[config.mk]
export PLATFORM = sky130hd
export DESIGN_NAME = sdram_arbiter_flat
export DESIGN_NICKNAME = d
export VERILOG_FILES = /design/src/rtl/sdram_arb_pkg.sv /design/src/rtl/sdram_arbiter_if.sv /design/src/rtl/sdram_arb_cfifo.sv /design/src/rtl/sdram_arbiter.sv /design/src/flat_wrapper.sv
export SDC_FILE = /design/constraint.sdc
export NUM_CORES = 1
export LEC_CHECK = 0
export BUFFER_PORTS_ARGS = -buffer_cell sky130_fd_sc_hd__buf_4
export CAP_MARGIN = 10
export CORE_AREA = 2 2 131 133
export CTS_CLUSTER_SIZE = 40
export DETAILED_ROUTE_END_ITERATION = 8
export DIE_AREA = 0 0 133 135
export HOLD_SLACK_MARGIN = 0.06
export SETUP_SLACK_MARGIN = 0.2
export SLEW_MARGIN = 40
export SYNTH_ARGS = -nofsm -noshare
export SYNTH_HDL_FRONTEND = slang
export SYNTH_HIERARCHICAL = 1
export SYNTH_SLANG_ARGS = --single-unit
[constraint.sdc]
create_clock -name clock -period 4.62 [get_ports clock]
set_input_delay 0.462 -clock clock [delete_from_list [all_inputs] [get_ports clock]]
set_output_delay 0.462 -clock clock [all_outputs]
set_load 0.005 [all_outputs]
[src/rtl/sdram_arb_pkg.sv]
// Shared types and constants for the three-master SDRAM arbiter.
package sdram_arb_pkg;
  localparam int NUM_MASTERS = 3;

  localparam logic [1:0] MASTER_ICACHE = 2'd0;
  localparam logic [1:0] MASTER_DCACHE = 2'd1;
  localparam logic [1:0] MASTER_VIDEO  = 2'd2;

  typedef enum logic [1:0] {
    IDLE       = 2'd0,
    GRANTED    = 2'd1,
    WAIT_BURST = 2'd2
  } arb_state_t;

  typedef struct packed {
    logic       burst;
    logic [1:0] id;
  } cfifo_entry_t;

  function automatic logic [1:0] rr_next(input logic [1:0] p);
    return (p >= 2'd2) ? 2'd0 : p + 2'd1;
  endfunction

  function automatic logic [2:0] id2oh(input logic [1:0] id);
    return 3'b001 << id;
  endfunction

  function automatic logic [1:0] oh2id(input logic [2:0] oh);
    return oh[2] ? 2'd2 : (oh[1] ? 2'd1 : 2'd0);
  endfunction
endpackage

[src/rtl/sdram_arbiter_if.sv]
// Master-side and controller-side buses of the SDRAM arbiter; slave is the arbiter view.
interface sdram_arbiter_if #(
  parameter int ADDR_W = 26
) ();
  logic              m0_req, m1_req, m2_req;
  logic [ADDR_W-1:0] m0_addr, m1_addr, m2_addr;
  logic              m0_write, m1_write, m2_write;
  logic              m0_burst, m1_burst, m2_burst;
  logic [3:0]        m0_byte_enable, m1_byte_enable, m2_byte_enable;
  logic [31:0]       m0_wdata, m1_wdata, m2_wdata;
  logic              m0_ack, m1_ack, m2_ack;
  logic              m0_rdvalid, m1_rdvalid, m2_rdvalid;
  logic              m0_complete, m1_complete, m2_complete;
  logic [31:0]       rdata;

  logic [2:0]        sdram_req;
  logic [ADDR_W-1:0] sdram_addr;
  logic              sdram_write;
  logic              sdram_burst;
  logic [3:0]        sdram_byte_enable;
  logic [31:0]       sdram_wdata;
  logic              sdram_ack;
  logic [31:0]       sdram_rdata;
  logic [2:0]        sdram_rdvalid;
  logic              sdram_complete;
  logic              arb_error;

  modport slave (
    input  m0_req, m1_req, m2_req, m0_addr, m1_addr, m2_addr,
           m0_write, m1_write, m2_write, m0_burst, m1_burst, m2_burst,
           m0_byte_enable, m1_byte_enable, m2_byte_enable,
           m0_wdata, m1_wdata, m2_wdata,
    output m0_ack, m1_ack, m2_ack, m0_rdvalid, m1_rdvalid, m2_rdvalid,
           m0_complete, m1_complete, m2_complete, rdata,
    output sdram_req, sdram_addr, sdram_write, sdram_burst,
           sdram_byte_enable, sdram_wdata, arb_error,
    input  sdram_ack, sdram_rdata, sdram_rdvalid, sdram_complete
  );

  modport master (
    output m0_req, m1_req, m2_req, m0_addr, m1_addr, m2_addr,
           m0_write, m1_write, m2_write, m0_burst, m1_burst, m2_burst,
           m0_byte_enable, m1_byte_enable, m2_byte_enable,
           m0_wdata, m1_wdata, m2_wdata,
    input  m0_ack, m1_ack, m2_ack, m0_rdvalid, m1_rdvalid, m2_rdvalid,
           m0_complete, m1_complete, m2_complete, rdata,
    input  sdram_req, sdram_addr, sdram_write, sdram_burst,
           sdram_byte_enable, sdram_wdata, arb_error,
    output sdram_ack, sdram_rdata, sdram_rdvalid, sdram_complete
  );
endinterface

[src/rtl/sdram_arb_cfifo.sv]
// Completion FIFO: one entry per accepted read, popped on each controller completion pulse.
module sdram_arb_cfifo
  import sdram_arb_pkg::*;
#(
  parameter int DEPTH = 4
) (
  input  logic         clock,
  input  logic         reset,
  input  logic         push_i,
  input  cfifo_entry_t push_entry_i,
  input  logic         pop_i,
  output cfifo_entry_t head_o,
  output logic         full_o,
  output logic         empty_o,
  output logic         underflow_o
);
  localparam int AW = $clog2(DEPTH);

  cfifo_entry_t    mem_q [DEPTH];
  logic [AW-1:0]   wr_q, rd_q;
  logic [AW:0]     cnt_q, cnt_d;
  logic            do_push, do_pop;

  assign full_o      = (cnt_q == DEPTH[AW:0]);
  assign empty_o     = (cnt_q == '0);
  assign underflow_o = pop_i & empty_o;
  assign do_push     = push_i & ~full_o;
  assign do_pop      = pop_i & ~empty_o;
  assign head_o      = mem_q[rd_q];

  always_comb begin
    cnt_d = cnt_q;
    case ({do_push, do_pop})
      2'b10:   cnt_d = cnt_q + 1'b1;
      2'b01:   cnt_d = cnt_q - 1'b1;
      default: cnt_d = cnt_q;
    endcase
  end

  always_ff @(posedge clock) begin
    if (reset) begin
      wr_q  <= '0;
      rd_q  <= '0;
      cnt_q <= '0;
    end else begin
      if (do_push) wr_q <= wr_q + 1'b1;
      if (do_pop)  rd_q <= rd_q + 1'b1;
      cnt_q <= cnt_d;
    end
  end

  // Storage needs no reset: the count alone decides what is valid.
  always_ff @(posedge clock) begin
    if (do_push) mem_q[wr_q] <= push_entry_i;
  end
endmodule

[src/rtl/sdram_arbiter.sv]
// Three-master round-robin arbiter in front of sdram_controller.
// Optional build macro SDRAM_ARB_VIDEO_PRIORITY_EN gives M2 absolute priority.
module sdram_arbiter
  import sdram_arb_pkg::*;
#(
  parameter int ADDR_W      = 26,
  parameter int CFIFO_DEPTH = 4
) (
  input  logic         clock,
  input  logic         reset,
  sdram_arbiter_if.slave bus
);
  logic [2:0]                   req, wr, bu;
  logic [2:0][ADDR_W-1:0]       addr;
  logic [2:0][3:0]              be;
  logic [2:0][31:0]             wd;

  assign req     = {bus.m2_req,   bus.m1_req,   bus.m0_req};
  assign wr      = {bus.m2_write, bus.m1_write, bus.m0_write};
  assign bu      = {bus.m2_burst, bus.m1_burst, bus.m0_burst};
  assign addr[0] = bus.m0_addr;
  assign addr[1] = bus.m1_addr;
  assign addr[2] = bus.m2_addr;
  assign be[0]   = bus.m0_byte_enable;
  assign be[1]   = bus.m1_byte_enable;
  assign be[2]   = bus.m2_byte_enable;
  assign wd[0]   = bus.m0_wdata;
  assign wd[1]   = bus.m1_wdata;
  assign wd[2]   = bus.m2_wdata;

  arb_state_t   state_q, state_d;
  logic [2:0]   grant_q, grant_d;
  logic [1:0]   last_q, last_d;
  logic         err_q, err_d;

  logic [1:0]   sel_id;
  logic         push, full, empty, underflow;
  cfifo_entry_t push_entry, head;
  logic [2:0]   elig;
  logic         win_vld;
  logic [1:0]   win_id, cand;
  logic [2:0]   cmpl;

  assign sel_id     = oh2id(grant_q);
  assign push       = (state_q == GRANTED) & bus.sdram_ack & ~wr[sel_id];
  assign push_entry = '{burst: bu[sel_id], id: sel_id};

  sdram_arb_cfifo #(.DEPTH(CFIFO_DEPTH)) u_cfifo (
    .clock        (clock),
    .reset        (reset),
    .push_i       (push),
    .push_entry_i (push_entry),
    .pop_i        (bus.sdram_complete),
    .head_o       (head),
    .full_o       (full),
    .empty_o      (empty),
    .underflow_o  (underflow)
  );

  // A read is only eligible while there is room to record its completion.
  assign elig = req & (wr | {3{~full}});

  always_comb begin
    win_vld = 1'b0;
    win_id  = 2'd0;
    cand    = rr_next(last_q);
`ifdef SDRAM_ARB_VIDEO_PRIORITY_EN
    if (elig[MASTER_VIDEO]) begin
      win_vld = 1'b1;
      win_id  = MASTER_VIDEO;
    end else begin
      cand = (last_q == MASTER_ICACHE) ? MASTER_DCACHE : MASTER_ICACHE;
      if (elig[cand]) begin
        win_vld = 1'b1;
        win_id  = cand;
      end else if (elig[cand ^ 2'd1]) begin
        win_vld = 1'b1;
        win_id  = cand ^ 2'd1;
      end
    end
`else
    for (int k = 0; k < NUM_MASTERS; k++) begin
      if (!win_vld && elig[cand]) begin
        win_vld = 1'b1;
        win_id  = cand;
      end
      cand = rr_next(cand);
    end
`endif
  end

  always_comb begin
    state_d = state_q;
    grant_d = grant_q;
    last_d  = last_q;
    err_d   = err_q | underflow | (bus.sdram_ack & (grant_q == '0));
    case (state_q)
      IDLE: begin
        if (win_vld) begin
          grant_d = id2oh(win_id);
          state_d = GRANTED;
        end
      end
      GRANTED: begin
        if (bus.sdram_ack) begin
          grant_d = '0;
          state_d = (~wr[sel_id] & bu[sel_id]) ? WAIT_BURST : IDLE;
`ifdef SDRAM_ARB_VIDEO_PRIORITY_EN
          if (sel_id != MASTER_VIDEO) last_d = sel_id;
`else
          last_d = sel_id;
`endif
        end
      end
      WAIT_BURST: begin
        // Single-read completions ahead of the burst do not end the wait.
        if (bus.sdram_complete & ~empty & head.burst) state_d = IDLE;
      end
      default: state_d = IDLE;
    endcase
  end

  always_ff @(posedge clock) begin
    if (reset) begin
      state_q <= IDLE;
      grant_q <= '0;
      last_q  <= 2'd2;
      err_q   <= 1'b0;
    end else begin
      state_q <= state_d;
      grant_q <= grant_d;
      last_q  <= last_d;
      err_q   <= err_d;
    end
  end

  assign cmpl = {3{bus.sdram_complete & ~empty}} & id2oh(head.id);

  assign bus.sdram_req         = grant_q;
  assign bus.sdram_addr        = addr[sel_id];
  assign bus.sdram_write       = wr[sel_id];
  assign bus.sdram_burst       = bu[sel_id];
  assign bus.sdram_byte_enable = be[sel_id];
  assign bus.sdram_wdata       = wd[sel_id];
  assign bus.arb_error         = err_q;
  assign bus.rdata             = bus.sdram_rdata;

  assign bus.m0_ack      = bus.sdram_ack & grant_q[0];
  assign bus.m1_ack      = bus.sdram_ack & grant_q[1];
  assign bus.m2_ack      = bus.sdram_ack & grant_q[2];
  assign bus.m0_rdvalid  = bus.sdram_rdvalid[0];
  assign bus.m1_rdvalid  = bus.sdram_rdvalid[1];
  assign bus.m2_rdvalid  = bus.sdram_rdvalid[2];
  assign bus.m0_complete = cmpl[0];
  assign bus.m1_complete = cmpl[1];
  assign bus.m2_complete = cmpl[2];
endmodule

[src/flat_wrapper.sv]
// flat-port wrapper written by rule: the top's interface ports become plain ports
module sdram_arbiter_flat import sdram_arb_pkg::*;
#(
  parameter int ADDR_W      = 26,
  parameter int CFIFO_DEPTH = 4
)
  (clock, reset, bus_m0_req, bus_m1_req, bus_m2_req, bus_m0_addr, bus_m1_addr, bus_m2_addr, bus_m0_write, bus_m1_write, bus_m2_write, bus_m0_burst, bus_m1_burst, bus_m2_burst, bus_m0_byte_enable, bus_m1_byte_enable, bus_m2_byte_enable, bus_m0_wdata, bus_m1_wdata, bus_m2_wdata, bus_m0_ack, bus_m1_ack, bus_m2_ack, bus_m0_rdvalid, bus_m1_rdvalid, bus_m2_rdvalid, bus_m0_complete, bus_m1_complete, bus_m2_complete, bus_rdata, bus_sdram_req, bus_sdram_addr, bus_sdram_write, bus_sdram_burst, bus_sdram_byte_enable, bus_sdram_wdata, bus_arb_error, bus_sdram_ack, bus_sdram_rdata, bus_sdram_rdvalid, bus_sdram_complete);
  sdram_arbiter_if #(.ADDR_W(ADDR_W)) bus_i ();
  input  logic clock;
  input  logic reset;
  input wire logic [$bits(bus_i.m0_req)-1:0] bus_m0_req;
  input wire logic [$bits(bus_i.m1_req)-1:0] bus_m1_req;
  input wire logic [$bits(bus_i.m2_req)-1:0] bus_m2_req;
  input wire logic [$bits(bus_i.m0_addr)-1:0] bus_m0_addr;
  input wire logic [$bits(bus_i.m1_addr)-1:0] bus_m1_addr;
  input wire logic [$bits(bus_i.m2_addr)-1:0] bus_m2_addr;
  input wire logic [$bits(bus_i.m0_write)-1:0] bus_m0_write;
  input wire logic [$bits(bus_i.m1_write)-1:0] bus_m1_write;
  input wire logic [$bits(bus_i.m2_write)-1:0] bus_m2_write;
  input wire logic [$bits(bus_i.m0_burst)-1:0] bus_m0_burst;
  input wire logic [$bits(bus_i.m1_burst)-1:0] bus_m1_burst;
  input wire logic [$bits(bus_i.m2_burst)-1:0] bus_m2_burst;
  input wire logic [$bits(bus_i.m0_byte_enable)-1:0] bus_m0_byte_enable;
  input wire logic [$bits(bus_i.m1_byte_enable)-1:0] bus_m1_byte_enable;
  input wire logic [$bits(bus_i.m2_byte_enable)-1:0] bus_m2_byte_enable;
  input wire logic [$bits(bus_i.m0_wdata)-1:0] bus_m0_wdata;
  input wire logic [$bits(bus_i.m1_wdata)-1:0] bus_m1_wdata;
  input wire logic [$bits(bus_i.m2_wdata)-1:0] bus_m2_wdata;
  output wire logic [$bits(bus_i.m0_ack)-1:0] bus_m0_ack;
  output wire logic [$bits(bus_i.m1_ack)-1:0] bus_m1_ack;
  output wire logic [$bits(bus_i.m2_ack)-1:0] bus_m2_ack;
  output wire logic [$bits(bus_i.m0_rdvalid)-1:0] bus_m0_rdvalid;
  output wire logic [$bits(bus_i.m1_rdvalid)-1:0] bus_m1_rdvalid;
  output wire logic [$bits(bus_i.m2_rdvalid)-1:0] bus_m2_rdvalid;
  output wire logic [$bits(bus_i.m0_complete)-1:0] bus_m0_complete;
  output wire logic [$bits(bus_i.m1_complete)-1:0] bus_m1_complete;
  output wire logic [$bits(bus_i.m2_complete)-1:0] bus_m2_complete;
  output wire logic [$bits(bus_i.rdata)-1:0] bus_rdata;
  output wire logic [$bits(bus_i.sdram_req)-1:0] bus_sdram_req;
  output wire logic [$bits(bus_i.sdram_addr)-1:0] bus_sdram_addr;
  output wire logic [$bits(bus_i.sdram_write)-1:0] bus_sdram_write;
  output wire logic [$bits(bus_i.sdram_burst)-1:0] bus_sdram_burst;
  output wire logic [$bits(bus_i.sdram_byte_enable)-1:0] bus_sdram_byte_enable;
  output wire logic [$bits(bus_i.sdram_wdata)-1:0] bus_sdram_wdata;
  output wire logic [$bits(bus_i.arb_error)-1:0] bus_arb_error;
  input wire logic [$bits(bus_i.sdram_ack)-1:0] bus_sdram_ack;
  input wire logic [$bits(bus_i.sdram_rdata)-1:0] bus_sdram_rdata;
  input wire logic [$bits(bus_i.sdram_rdvalid)-1:0] bus_sdram_rdvalid;
  input wire logic [$bits(bus_i.sdram_complete)-1:0] bus_sdram_complete;
  assign bus_i.m0_req = bus_m0_req;
  assign bus_i.m1_req = bus_m1_req;
  assign bus_i.m2_req = bus_m2_req;
  assign bus_i.m0_addr = bus_m0_addr;
  assign bus_i.m1_addr = bus_m1_addr;
  assign bus_i.m2_addr = bus_m2_addr;
  assign bus_i.m0_write = bus_m0_write;
  assign bus_i.m1_write = bus_m1_write;
  assign bus_i.m2_write = bus_m2_write;
  assign bus_i.m0_burst = bus_m0_burst;
  assign bus_i.m1_burst = bus_m1_burst;
  assign bus_i.m2_burst = bus_m2_burst;
  assign bus_i.m0_byte_enable = bus_m0_byte_enable;
  assign bus_i.m1_byte_enable = bus_m1_byte_enable;
  assign bus_i.m2_byte_enable = bus_m2_byte_enable;
  assign bus_i.m0_wdata = bus_m0_wdata;
  assign bus_i.m1_wdata = bus_m1_wdata;
  assign bus_i.m2_wdata = bus_m2_wdata;
  assign bus_m0_ack = bus_i.m0_ack;
  assign bus_m1_ack = bus_i.m1_ack;
  assign bus_m2_ack = bus_i.m2_ack;
  assign bus_m0_rdvalid = bus_i.m0_rdvalid;
  assign bus_m1_rdvalid = bus_i.m1_rdvalid;
  assign bus_m2_rdvalid = bus_i.m2_rdvalid;
  assign bus_m0_complete = bus_i.m0_complete;
  assign bus_m1_complete = bus_i.m1_complete;
  assign bus_m2_complete = bus_i.m2_complete;
  assign bus_rdata = bus_i.rdata;
  assign bus_sdram_req = bus_i.sdram_req;
  assign bus_sdram_addr = bus_i.sdram_addr;
  assign bus_sdram_write = bus_i.sdram_write;
  assign bus_sdram_burst = bus_i.sdram_burst;
  assign bus_sdram_byte_enable = bus_i.sdram_byte_enable;
  assign bus_sdram_wdata = bus_i.sdram_wdata;
  assign bus_arb_error = bus_i.arb_error;
  assign bus_i.sdram_ack = bus_sdram_ack;
  assign bus_i.sdram_rdata = bus_sdram_rdata;
  assign bus_i.sdram_rdvalid = bus_sdram_rdvalid;
  assign bus_i.sdram_complete = bus_sdram_complete;
  sdram_arbiter #(.ADDR_W(ADDR_W), .CFIFO_DEPTH(CFIFO_DEPTH)) u_core (.clock(clock), .reset(reset), .bus(bus_i));
endmodule
After elaboration in Yosys (flattened, before gate mapping) --
Memories as Yosys holds them, arrays and structs flattened. A register that Yosys moved wholly into a read port is not among the register bits. Index checks and enable logic that the tools add are counted.
Word-level totals: bits in registers 15, memory bits (writable) 12, input bits 234, output and inout bits 109, word-level logic and storage cells 103, memories 1
Operators by class: add/sub/neg operators 7, $lt $le $gt $ge 7, equality and inequality tests 8, shift operators 2, multiplexer cells 40, bitwise operators 19, reductions and logical operators 12
Memories:
- u_core.u_cfifo.mem_q | words 4, width 3, read ports 1, clocked after Yosys merged registers in 1, write ports 1, line sdram_arb_cfifo.sv:19 | cfifo_entry_t mem_q [DEPTH];
Operators with widths (number):
- $bmux W32 S2 | 1
- $bmux W26 S2 | 1
- $mux W32 | 1
- $mux W2 | 13
- $mux W26 | 1
- $lt A2 B3 Y1 const B | 4
- $pmux W3 S2 | 2
- $and A1 B1 Y1 | 11
- $mux W1 | 11
- $add A2 B1 Y2 const B | 5
- $bmux W1 S2 | 5
- $bmux W4 S2 | 1
- $and A3 B3 Y3 | 2
- $ge A2 B2 Y1 const B | 3
- $logic_not A3 Y1 | 2
- $mux W3 | 2
- $pmux W2 S3 | 1
- $reduce_and A3 Y1 | 2
- $shl A1 B2 Y3 const A | 2
- $eq A2 B1 Y1 const B | 2
- $eq A2 B2 Y1 const B | 2
- $mux W4 | 1
- $ne A2 B1 Y1 const B | 2
- $reduce_bool A2 Y1 | 2
- other kinds (11) | 16

Longest topological paths before layout --
word-level depth 16, depth in mapped cells 13, gate-level depth less buffers 12

Modules after synthesis --
The synthesis kept the hierarchy.
Modules (own cells, without submodules):
- sdram_arbiter | times used 1, cells each 309, area an instance 2058.2 µm², sequential area each 160.2 µm²
- sdram_arb_cfifo | times used 1, cells each 70, area an instance 920.9 µm², sequential area each 540.5 µm²

Least setup slack after synthesis --
No wires, ideal clock.
path kind reg2reg, start reg u_core.grant_q[1] (netlist: u_core/bus.sdram_req[1]), end reg u_core.u_cfifo.cnt_q[2], library setup time 70 ps, arrival time 2156 ps, data required time 4550 ps, setup slack 2393 ps, cell stages (with the launch flop) 14, path buffers 1, clock period less this slack 2227 ps, path through dfxtp_1 -> buf_6 -> mux2i_1 -> o21ai_1 -> nor2_1 -> inv_1 -> nor2_1 -> inv_1 -> ha_1 -> inv_1 -> fa_1 -> xor2_1 -> or3_1 -> a21oi_1
Between the ends: longest elaborated chain between the ends 9, elaborated cells between the ends (all ways) 11, classes of those cells eq/ne (2); mux (5); bitwise (3); reduce/logical (1)
RTL lines:
- from (decl) | line sdram_arbiter.sv:32 | logic [2:0] grant_q, grant_d;
- from (signal assigned) | line sdram_arbiter.sv:131 | grant_q <= grant_d;
- $mux W1 (*) | line sdram_arb_pkg.sv:29 | return oh[2] ? 2'd2 : (oh[1] ? 2'd1 : 2'd0);
- $mux W2 (*) | line sdram_arb_pkg.sv:29
- $bmux W1 S2 (*)
- $mux W1 (*)
- net bus_sdram_write | line flat_wrapper.sv:41 | output wire logic [$bits(bus_i.sdram_write)-1:0] bus_sdram_write;
- $not A1 Y1 (*) | line sdram_arbiter.sv:45 | assign push = (state_q == GRANTED) & bus.sdram_ack & ~wr[sel_id];
- $and A1 B1 Y1 (*) | line sdram_arbiter.sv:45
- net u_core.push | line sdram_arbiter.sv:37 | logic push, full, empty, underflow;
- $and A1 B1 Y1 (*) | line sdram_arb_cfifo.sv:27 | assign do_push = push_i & ~full_o;
- $eq A2 B1 Y1 or $eq A2 B2 Y1 (tied branches) | line sdram_arb_cfifo.sv:33 | case ({do_push, do_pop})
- $pmux W3 S2 or $reduce_bool A2 Y1 (tied branches)
- to (signal assigned) | line sdram_arb_cfifo.sv:48 | cnt_q <= cnt_d;
- to (decl) | line sdram_arb_cfifo.sv:21 | logic [AW:0] cnt_q, cnt_d;
The timed path passes the listed nets; every way through them passes the cells marked *. The select of a mux whose other input is x is not followed. A chain may end at the register's enable or synchronous reset.

Worst setup path in the final report --
start reg u_core.grant_q[1] (netlist: u_core/bus.sdram_req[1]), end reg u_core.u_cfifo.cnt_q[2]
Between the ends: longest elaborated chain between the ends 9, elaborated cells between the ends (all ways) 11, classes of those cells eq/ne (2); mux (5); bitwise (3); reduce/logical (1)
RTL lines (line):
- $mux W1 (*) | sdram_arb_pkg.sv:29
- $mux W2 (*) | sdram_arb_pkg.sv:29
- $bmux W1 S2 (*) | sdram_arbiter.sv:45
- $mux W1 (implied by the code) (*) | sdram_arbiter.sv:45
- $not A1 Y1 (*) | sdram_arbiter.sv:45
- $and A1 B1 Y1 (*) | sdram_arbiter.sv:45
- net u_core.push | sdram_arbiter.sv:37
- $and A1 B1 Y1 (*) | sdram_arb_cfifo.sv:27
- $eq A2 B1 Y1 or $eq A2 B2 Y1 (tied branches) | sdram_arb_cfifo.sv:33
- $pmux W3 S2 or $reduce_bool A2 Y1 (tied branches)
Marks and branches as above.

==> out/results.ini <==
[layout]
nFillCells = 1761
diodes = 0
area_growth_pct = 70.1
fin_nets = 840
drive_gt1_share_pct = 48.8
multi_input_area_um2 = 1840
seq_area_um2 = 708

[pwr]
leakagePower_nw = 2.18
total_power_mw = 1.10
max-vdd-ir-drop_uv = 163
power_density_nw_per_um2 = 217

[detailed_routing]
wire_per_inst_um = 13.4
wl_mm = 11.0
via_per_inst = 4.14
vias = 3400
drc = 0
final_antenna_net_count = 0
drt_first_pass_iters = 4
drt_iter0_markers = 53

[grt]
grt_use_total_pct = 11.2
grt_overflow = 0
grt_pass1_wl_mm = 16.0
antenna_found_initial = 0
grt_max_degree = 71
grt_pass1_vias = 3197

[worst_setup_path]
cp.required_ns = 4.82
crit_type = flop to flop
crit_fanout = 31
r2r_end = u_core/u_cfifo/cnt_q[2]
crit_top_cell = inv_1
ff2ff_setup_slack_ns = 1.90
arrival_ns = 2.92
reg2reg_from = u_core/bus.sdram_req[1]
rr_worst_depth = 12
cp_slowest_cell = dfxtp_4
path_cells = mux2i_1, o21ai_1, nor2_1, inv_1, nor2_1, inv_1, ha_1, inv_1, fa_1, xor2_1, or3_1, a21oi_1
start_kind = flop
end_kind = flop
critPathMaxStageDelay_ns = 0.69

[clock_network]
postCtsHoldBufs = 0
cts_root_buf = clkbuf_16
clkLatencyLatePin_ns = 0.27
cts_buffers = 5
cts_resized = 0
cts.path.max_buffers = 2
cts.clk_slew.worst_paths_ns = 0.05
post_cts_buffers = 0
htreeDepth = 2
cts.sinks = 29
cts_tree = yes

[yosys]
synth_area_per_cell_um2 = 7.86
synthesis.area_um2 = 2980
synth_warnings = 6
synth_seq_area_share_pct = 23.5
synth_nets = 619
syn_inst = 379
ys_seq_elements = 29
netlist-cell-type-count = 44
yosys-top-cells-area = mux2i_1, edfxtp_1, dfxtp_1
yosys.area.top_type_share_pct = 21.5
synth_largest_area_cell = mux2i_1

[min_path]
worst_hold_startpoint = u_core/bus.arb_error
min_path_type = flop to flop
hold_path_end = u_core/bus.arb_error
min_path_cells = 2

[sta]
hold_viol = 0
period_needed_ns = 2.72
skew_ns = 0.00518
slew_headroom_pct = 55.8
fin_setup_tns_ns = 0
period_share_pct = 58.9
worst_pin_slew_ns = 0.663
setup_viol = 0
rsz0062_at_grt = no
fmax_mhz = 367
maxSlewViolCount = 0

[die]
die_area_um2 = 18000
ioPinCount = 343
start_util_pct = 18.2
fp.dieW_um = 133
core-area_um2 = 16400
die-height_um = 135
num_rows = 47

[job]
drv_cap = 0

[outcome]
outcome = finished, final reports clean

[place]
place.port_buffers = 272
dp_hpwl_mm = 9.04
place_congestion = 0.777

[registers in the layout, summed over array words and instances, names as in the netlist, named ones only]
register,cells
u_core/bus.sdram_req,3
u_core/u_cfifo/cnt_q,3
u_core/state_q,2
u_core/u_cfifo/wr_q,2
u_core/bus.arb_error,1
u_core/u_cfifo/rd_q,2
u_core/u_cfifo/mem_q,12
u_core/last_q,2
[cell type report]
cell class,count,area share [%]
Clock inverter,2,0.197
Tap cell,220,5.43
Inverter,13,0.963
Timing Repair Buffer,274,40.6
Sequential cell,29,14.0
Clock buffer,6,2.54
Multi-Input combinational cell,277,36.3
[metrics by stage]
| step | hold WS (ns) | setup WS [ns] | cell area (µm²) | utilization [%] | cells |
|---|---|---|---|---|---|
| floorplan | 0.459 | 2.39 | 2980 | - | 379 |
| global placement | 0.468 | 1.91 | 4930 | 30.0 | 813 |
| detailed placement | 0.471 | 1.85 | 4930 | 30.0 | 813 |
| CTS | 0.483 | 1.83 | 5070 | 30.9 | 821 |
| global route | 0.509 | 1.63 | 5070 | 30.9 | 821 |
| finish | 0.480 | 1.90 | 5070 | 30.9 | 821 |
[cell families (layout without fill, tap and decap cells)]
| family | after synthesis | count (layout) | synth area share [%] |
|---|---|---|---|
| fa+ha+maj | 6 | 6 | 2.77 |
| xor+xnor | 3 | 3 | 0.882 |
| compound gates | 89 | 89 | 16.6 |
| mux | 69 | 69 | 24.7 |
| buf+inv | 73 | 295 | 14.7 |
| flops | 29 | 29 | 23.5 |
| simple gates | 110 | 110 | 16.8 |
[per-layer routing]
| layer | GRT usage, % | wire [µm] | vias up |
|---|---|---|---|
| li1 | - | - | 1728 |
| met1 | 12.7 | 4210 | 1477 |
| met2 | 20.3 | 5590 | 184 |
| met3 | 3.72 | 1110 | 11 |
| met4 | 2.51 | 110 | 0 |
| met5 | 0 | 0 | - |
[Yosys cell counts (all sizes together)]
| cell | n |
|---|---|
| edfxtp | 12 |
| inv | 12 |
| fa | 1 |
| and2 | 9 |
| or2 | 1 |
| a32o | 3 |
| mux4 | 3 |
| nor2b | 1 |
| nor2 | 13 |
| dfxtp | 17 |
| a311oi | 1 |
| nor3b | 3 |
| a21oi | 5 |
| mux2 | 2 |
| clkbuf | 6 |
| a22oi | 2 |
| or3 | 3 |
| and4 | 1 |
| nand2b | 5 |
| xor2 | 3 |
| a211o | 1 |
| ha | 5 |
| o31ai | 2 |
| nor3 | 5 |
| mux2i | 64 |
| o211a | 1 |
| nor4 | 1 |
| clkinv | 1 |
| nand2 | 67 |
| buf | 54 |
| o21ai | 72 |
| o211ai | 1 |
| a41o | 1 |
| nor4b | 1 |
[power breakdown]
part	leakage, nW	total (mW)	switching (mW)	internal [mW]
logic	1.86	0.472	0.182	0.290
clock network	0.0706	0.300	0.103	0.197
registers	0.249	0.327	0.0399	0.287
[layout by cell type, fill, tap and decap left out, drive strengths merged, types with 6 or more instances in the layout]
master    n
dfxtp    17
and2      9
nand2    67
inv      12
nor2     13
clkbuf    6
buf     274
edfxtp   12
o21ai    72
mux2i    64
[how the worst max path moves through the flow]
stage	from	end	slack, ns
after floorplan	u_core/bus.sdram_req[1]	u_core/u_cfifo/cnt_q[2]	2.39
after global routing	u_core/bus.sdram_req[1]	u_core/u_cfifo/cnt_q[2]	1.63
after detailed placement	u_core/bus.sdram_req[1]	u_core/u_cfifo/cnt_q[2]	1.85
final	u_core/bus.sdram_req[1]	u_core/u_cfifo/cnt_q[2]	1.90
after CTS	u_core/bus.sdram_req[1]	u_core/u_cfifo/cnt_q[2]	1.83
after global placement	u_core/bus.sdram_req[1]	u_core/u_cfifo/cnt_q[2]	1.91
[critical path: cells and delay by family (launching register included)]
family / cells / cell delay, ns
buffers and inverters: 3 / 0.23
DFF: 1 / 0.69
adders and majority gates: 2 / 0.40
muxes: 1 / 0.24
AOI/OAI and AO/OA: 2 / 0.23
and+or+nand+nor: 3 / 0.78
xor gates and xnor gates: 1 / 0.08
Power figures use the tool's default switching activity.
